[src/rtl/fib_readback_checker_pkg.sv]
// Shared memory-test definitions: bus widths and the readback checker FSM encoding.
package fib_readback_checker_pkg;
  localparam int ADDR_W = 15;
  localparam int DATA_W = 16;

  typedef enum logic [2:0] {
    IDLE  = 3'd0,
    ISSUE = 3'd1,
    WAIT  = 3'd2,
    CHECK = 3'd3,
    DONE  = 3'd4
  } state_e;
endpackage

[src/rtl/fib_readback_checker_fib_gen.sv]
// Incremental Fibonacci source: value is fib(k), advance steps k by one, clear restarts at k=0.
module fib_gen
  import fib_readback_checker_pkg::*;
(
  input  logic              clock,
  input  logic              reset,
  input  logic              clear,
  input  logic              advance,
  output logic [DATA_W-1:0] value
);
  logic [DATA_W-1:0] a_q;
  logic [DATA_W-1:0] b_q;

  // a_q holds fib(k) and b_q holds fib(k+1); the sum wraps mod 2^DATA_W
  always_ff @(posedge clock) begin
    if (reset || clear) begin
      a_q <= '0;
      b_q <= DATA_W'(1);
    end else if (advance) begin
      a_q <= b_q;
      b_q <= a_q + b_q;
    end
  end

  assign value = a_q;
endmodule

[config.mk]
export PLATFORM = sky130hd
export DESIGN_NAME = fib_gen
export DESIGN_NICKNAME = d
export VERILOG_FILES = /design/src/rtl/fib_readback_checker_pkg.sv /design/src/rtl/fib_readback_checker_fib_gen.sv
export SDC_FILE = /design/constraint.sdc
export NUM_CORES = 1
export LEC_CHECK = 0
export ABC_CLOCK_PERIOD_IN_PS = 2800
export CAP_MARGIN = 20
export CORE_ASPECT_RATIO = 0.75
export CORE_MARGIN = 4
export CORE_UTILIZATION = 56
export DETAILED_ROUTE_END_ITERATION = 10
export PLACE_DENSITY = 0.91
export SYNTH_ARGS = -nofsm -noshare
export SYNTH_HDL_FRONTEND = slang
export SYNTH_SLANG_ARGS = --single-unit
[constraint.sdc]
create_clock -name clock -period 2.8 [get_ports clock]
set_input_delay 0.42 -clock clock [delete_from_list [all_inputs] [get_ports clock]]
set_output_delay 0.42 -clock clock [all_outputs]
set_load 0.005 [all_outputs]
==> flow_summary.yaml, run 1 <==
status:
  status: "finished clean"
timing:
  fmax_mhz: 391
  fin_tns_setup_ns: 0
  worst_clock_skew_ns: 0.00681
  slew-limit-headroom: 0.630
  finalHoldViolCount: 0
  rsz0062_at_grt: "false"
  final.min_clock_period_ns: 2.56
  tightest_slew_ns: 0.555
  fin_crit_sh: 0.913
  setup_viol: 0
  timing.final.ws_setup_ns: 0.245
  slew_violations: 0
global_route:
  grt_antenna_before_repair: 0
  grt_pass1_wl_mm: 6.56
  grt_usage: 0.197
  grt_max_degree: 30
  grt_overflow_total: 0
  grt_pass1_vias: 1449
synthesis:
  synth_top_family_by_area: "compound AO/OA/AOI/OAI gates"
  synth_adder_area_share: 0.113
  synthMuxAreaShare: 0.131
  synth-compound-area-share: 0.178
  synth-xor-area-share: 0.0334
  ys_ff_latch: 32
  synth_area_mm2: 0.00184
  synth_cells: 198
  synthFlopType: "dfxtp_1"
  synth-simple-area-share: 0.172
  yosysMostFrequentCell: "dfxtp_1"
  synth_area_leaders: "dfxtp_1 35%, mux2i_1 13%, ha_1 10%"
  synth_common_cells: "32 x dfxtp_1, 28 x nor2_1, 24 x mux2i_1"
  synth_cell_type_count: 45
  async_flop_share: 0
  synth-seq-area-share: 0.349
  yosys_warnings: 0
  synth_edf_count: 0
  avgSynthCellArea_um2: 9.27
  synth_nets: 218
  synth_top_area_cell: "dfxtp_1"
  synth_top_area_frac: 0.349
worst_hold_path:
  hp-start: "b_q[15]"
  hold_path_class: "register to register"
power_and_ir_drop:
  p_leak_nw: 0.919
  powerDensity_mw_per_mm2: 409
  ir_worst_vdd_v: 0.000287
  p_total_mw: 0.880
finish:
  fin_nets: 238
  fillers: 268
  syn2layout_area_growth_pct: 17.2
  diodes: 0
  layout-drive-gt1-share: 0.0868
floorplanning:
  pin_count: 20
  initial_core_util: 0.603
  fp-row-count: 17
  die_w_um: 74.1
  core_area_mm2: 0.00304
  die_area_mm2: 0.00427
  dieHeight_um: 57.6
clock_network:
  cts_max_path_buffers: 2
  htree_levels: 2
  cts_root_buf: "clkbuf_8"
  cts.sinks: 32
  cts_tree: "yes"
  cts_resized: 0
  clk_pin_slew_worst_paths_ns: 0.07
  cts.hold.buffers_added: 0
  clock_latency_ns: 0.28
  numCtsBuffers: 5
  post-cts-setup-buffers: 0
drt:
  wl_per_cell_um: 14.8
  drc: 0
  drt_first_pass_iters: 4
  vias: 1539
  viasPerCell: 5.99
  drt_iter0_markers: 87
  ant_nets: 0
  wl_mm: 3.82
critical_path:
  worst-endpoint-required_ns: 2.97
  cp-start-kind: "register"
  end_kind: "register"
  crit_fanout: 3
  crit_start: "value[0]"
  r2r-start: "value[0]"
  worstSetupPathType: "register to register"
  arrival_ns: 2.73
placement:
  dp_hpwl_mm: 2.79
  io_buffers: 19
  dp_slack_ns: 0.281
  place.gp.congestion: 0.933
run:
  maxCapViolCount: 0
-- layer usage --
layer	vias to the layer above	GRT usage	part of all wire
met1	727	0.270	0.50
met4	0	0.0491	0.0092
met3	6	0.0493	0.043
li1	769	-	-
met5	-	0	0
met2	37	0.308	0.44
-- placed cells by master (no fill, tap or decap), types with 2 or more instances in the layout --
master            n
buf_4             2
a21oi_1           7
nor3_1            3
nor2_1           28
ha_1             15
nand2_1           6
or4_1             2
a21oi_2           2
a211oi_2          2
and2_1            2
xor2_1            2
clkdlybuf4s50_1  19
clkbuf_8          6
or3_1             2
mux2i_1          24
o21ai_1           2
and3_1            2
nor3b_1           2
inv_1             3
xnor2_1           5
o21ai_0           7
nor2b_1           2
o21bai_1          2
o21a_1            2
a211oi_1          5
dfxtp_1          32
a21o_1            4
nand4_1           3
nand3_1           8
-- final timing paths --
check,endpoint,slack (ns),depth (start not counted)
setup / recovery,b_q[12],0.24,9
setup reg to reg,b_q[12],0.24,9
hold / removal,b_q[15],0.49,2
hold reg to reg,b_q[15],0.49,2
-- sequential cells by signal, indices dropped and copies added (netlist names) --
register	cells
b_q	16
value	16
-- worst max-delay path, stage by stage (launching register included) --
cell,delay (ns)
dfxtp_1,0.34
ha_1,0.24
fa_1,0.44
a211oi_1,0.31
o21bai_1,0.14
o21ai_0,0.32
o21ai_1,0.15
a31oi_1,0.22
nor3b_1,0.22
nor3_1,0.08
-- per-stage QoR --
stage	hold slack [ns]	area, um2	utilization	std cells
detailed placement	0.473	2060	0.676	249
finish	0.491	2150	0.707	257
global route	0.530	2150	0.707	257
global placement	0.462	2060	0.676	249
floorplan	0.443	1840	-	198
CTS	0.490	2150	0.707	257
-- power by group --
part | internal [mW] | leakage [nW] | total (mW) | switching, mW
clock | 0.199 | 0.0445 | 0.366 | 0.167
combinational | 0.0219 | 0.617 | 0.0532 | 0.0313
sequential | 0.458 | 0.258 | 0.461 | 0.00295
total | 0.680 | 0.919 | 0.880 | 0.201
-- cell type report --
| type | instances | area, um2 | area share |
|---|---|---|---|
| Inverter | 3 | 11.3 | 0.00524 |
| Clock inverter | 1 | 7.51 | 0.00349 |
| Clock buffer | 7 | 86.3 | 0.0401 |
| Timing Repair Buffer | 21 | 205 | 0.0954 |
| Tap cell | 38 | 47.5 | 0.0221 |
| Sequential cell | 32 | 641 | 0.298 |
| Multi-Input combinational cell | 155 | 1150 | 0.536 |
-- cells by family (layout without fill, tap and decap cells) --
| group | Yosys count | count (layout) |
|---|---|---|
| AO/OA/AOI/OAI | 43 | 43 |
| XOR/XNOR | 7 | 7 |
| adder cells (fa/ha/maj) | 16 | 16 |
| buffers and inverters | 11 | 32 |
| flip-flops | 32 | 32 |
| multiplexers | 24 | 24 |
| AND/OR/NAND/NOR | 65 | 65 |
(Power assumes the default switching activity.)
==> run 2, diff against run 1 <==
--- a/config.mk
+++ b/config.mk
@@ -7,7 +7,7 @@
 export LEC_CHECK = 0
 export ABC_CLOCK_PERIOD_IN_PS = 2800
 export CAP_MARGIN = 20
-export CORE_ASPECT_RATIO = 0.75
+export CORE_ASPECT_RATIO = 1.4
 export CORE_MARGIN = 4
 export CORE_UTILIZATION = 56
 export DETAILED_ROUTE_END_ITERATION = 10
==> run 2 against run 1 <==
Compared with the run above:
- via count decreased by 2.5%
- largest cell class unchanged
- non-clock buffer count did not move
- critical path depth unchanged
- first-iteration DRC count is 71% lower
- total power down 4.0%
- highest routed layer unchanged
==> flow_summary.yaml, run 2 (synthesis gave the netlist of run 1 again) <==
clock_network:
  cts.sinks: 32
  htree_levels: 2
  cts.hold.buffers_added: 0
  clk_pin_slew_worst_paths_ns: 0.07
  cts_max_path_buffers: 2
  post-cts-setup-buffers: 0
  cts_tree: "yes"
  numCtsBuffers: 5
  cts_resized: 0
  clock_latency_ns: 0.29
  cts_root_buf: "clkbuf_8"
placement:
  post_dp_cell_area_mm2: 0.00206
  dp_slack_ns: 0.364
  dp_hpwl_mm: 2.57
  place.gp.congestion: 0.922
  io_buffers: 19
critical_path:
  arrival_ns: 2.62
  crit_start: "value[0]"
  r2r-start: "value[0]"
  slowest_stage: "fa_1"
  worstSetupPathType: "register to register"
  cp_cell_sequence: "ha_1 -> fa_1 -> a211oi_1 -> o21bai_1 -> o21ai_0 -> o21ai_1 -> a31oi_1 -> nor3b_1 -> nor3_1"
  cp-start-kind: "register"
  crit_fanout: 3
  cpPeakStageDelay_ns: 0.43
  crit_end: "b_q[12]"
  end_kind: "register"
  worst-endpoint-required_ns: 2.98
  r2r_cells: 9
  r2r_end: "b_q[12]"
  r2r_setup_slack_ns: 0.36
timing:
  setup_viol: 0
  fin_tns_setup_ns: 0
  timing.final.ws_setup_ns: 0.364
  fmax_mhz: 411
  tightest_slew_ns: 0.542
  rsz0062_at_grt: "false"
  final.min_clock_period_ns: 2.44
  slew_violations: 0
  finalHoldViolCount: 0
  fin_crit_sh: 0.870
  hold_ws_ns: 0.487
  worst_clock_skew_ns: 0.00609
  slew-limit-headroom: 0.639
finish:
  fin_area_mm2: 0.00214
  fin_nets: 238
  syn2layout_area_growth_pct: 16.4
  layout_commonest_cell: "dfxtp_1"
  mostFrequentLayoutCells: "32 x dfxtp_1, 28 x nor2_1, 24 x mux2i_1"
  layout-drive-gt1-share: 0.0826
  diodes: 0
floorplanning:
  pin_count: 20
  fp-row-count: 24
  die_w_um: 56.4
  dieHeight_um: 75.7
  die_area_mm2: 0.00427
  core_area_mm2: 0.00312
  initial_core_util: 0.588
global_route:
  grt_pass1_wl_mm: 6.24
  grt_max_degree: 30
  grt_antenna_before_repair: 0
  grt_usage: 0.189
  grt_overflow_total: 0
  grt_pass1_vias: 1473
run:
  maxCapViolCount: 0
power_and_ir_drop:
  ir_worst_vdd_v: 0.000478
  p_leak_nw: 0.916
  powerDensity_mw_per_mm2: 396
  p_total_mw: 0.846
drt:
  drc: 0
  wl_per_cell_um: 14.2
  drt_first_pass_iters: 4
  drt_iter0_markers: 25
  vias: 1500
  ant_nets: 0
  viasPerCell: 5.84
  wl_mm: 3.64
worst_hold_path:
  hold_path_class: "register to register"
status:
  status: "finished clean"
-- run 2: cell count changes in the layout (fill, tap and decap cells not counted), sizes merged --
cell | before | now
clkinv | 0 | 1
clkinvlp | 1 | 0
clkbuf | 7 | 6
-- run 2: through the flow --
stage,std cells,utilization
2_1_floorplan,198,-
3_3_place_gp,250,0.659
3_5_place_dp,250,0.659
4_1_cts,257,0.684
5_1_grt,257,0.684
6_report,257,0.684
-- run 2: final cells by class --
type | instances | area, um2
multi-input combinational | 155 | 1150
fill | 255 | 987
sequential | 32 | 641
timing repair buffer | 21 | 205
clock buffer | 6 | 72.6
tap | 39 | 48.8
inverter | 3 | 11.3
clock inverter | 1 | 5.00
-- run 2: worst min path at each step --
stage                     depth (start not counted)  slack [ns]      end    start
after floorplan                                   2        0.44  b_q[15]  b_q[15]
after global placement                            2        0.47  b_q[15]  b_q[15]
after detailed placement                          2        0.48  b_q[15]  b_q[15]
after CTS                                         2        0.49  b_q[15]  b_q[15]
after global routing                              2        0.51  b_q[15]  b_q[15]
final                                             2        0.49  b_q[15]  b_q[15]
-- run 2: layer usage --
metal  part of all wire  global-route usage  vias up
met5                  0                   0        -
met4              0.032               0.124        0
met3              0.035              0.0475       10
met2               0.51               0.346       33
met1               0.43               0.193      692
li1                   -                   -      765
-- run 2: worst max-delay path, delay by kind of cell, from the launching register on --
| family | cells | cell delay [ns] |
|---|---|---|
| fa+ha+maj | 2 | 0.65 |
| simple gates | 2 | 0.27 |
| flops | 1 | 0.32 |
| compound gates | 5 | 1.08 |
-- run 2: where the power goes --
group	total, mW	switching [mW]	internal [mW]	leakage, nW
Sequential	0.461	0.00255	0.458	0.258
Clock	0.332	0.163	0.168	0.0410
Combinational	0.0530	0.0311	0.0218	0.617
==> run 3, diff against run 2 <==
--- a/config.mk
+++ b/config.mk
@@ -15,3 +15,4 @@
 export SYNTH_ARGS = -nofsm -noshare
 export SYNTH_HDL_FRONTEND = slang
 export SYNTH_SLANG_ARGS = --single-unit
+export TNS_END_PERCENT = 100
==> results of run 3 <==
The final DEF is identical to that of run 2; final timing and power are the same.
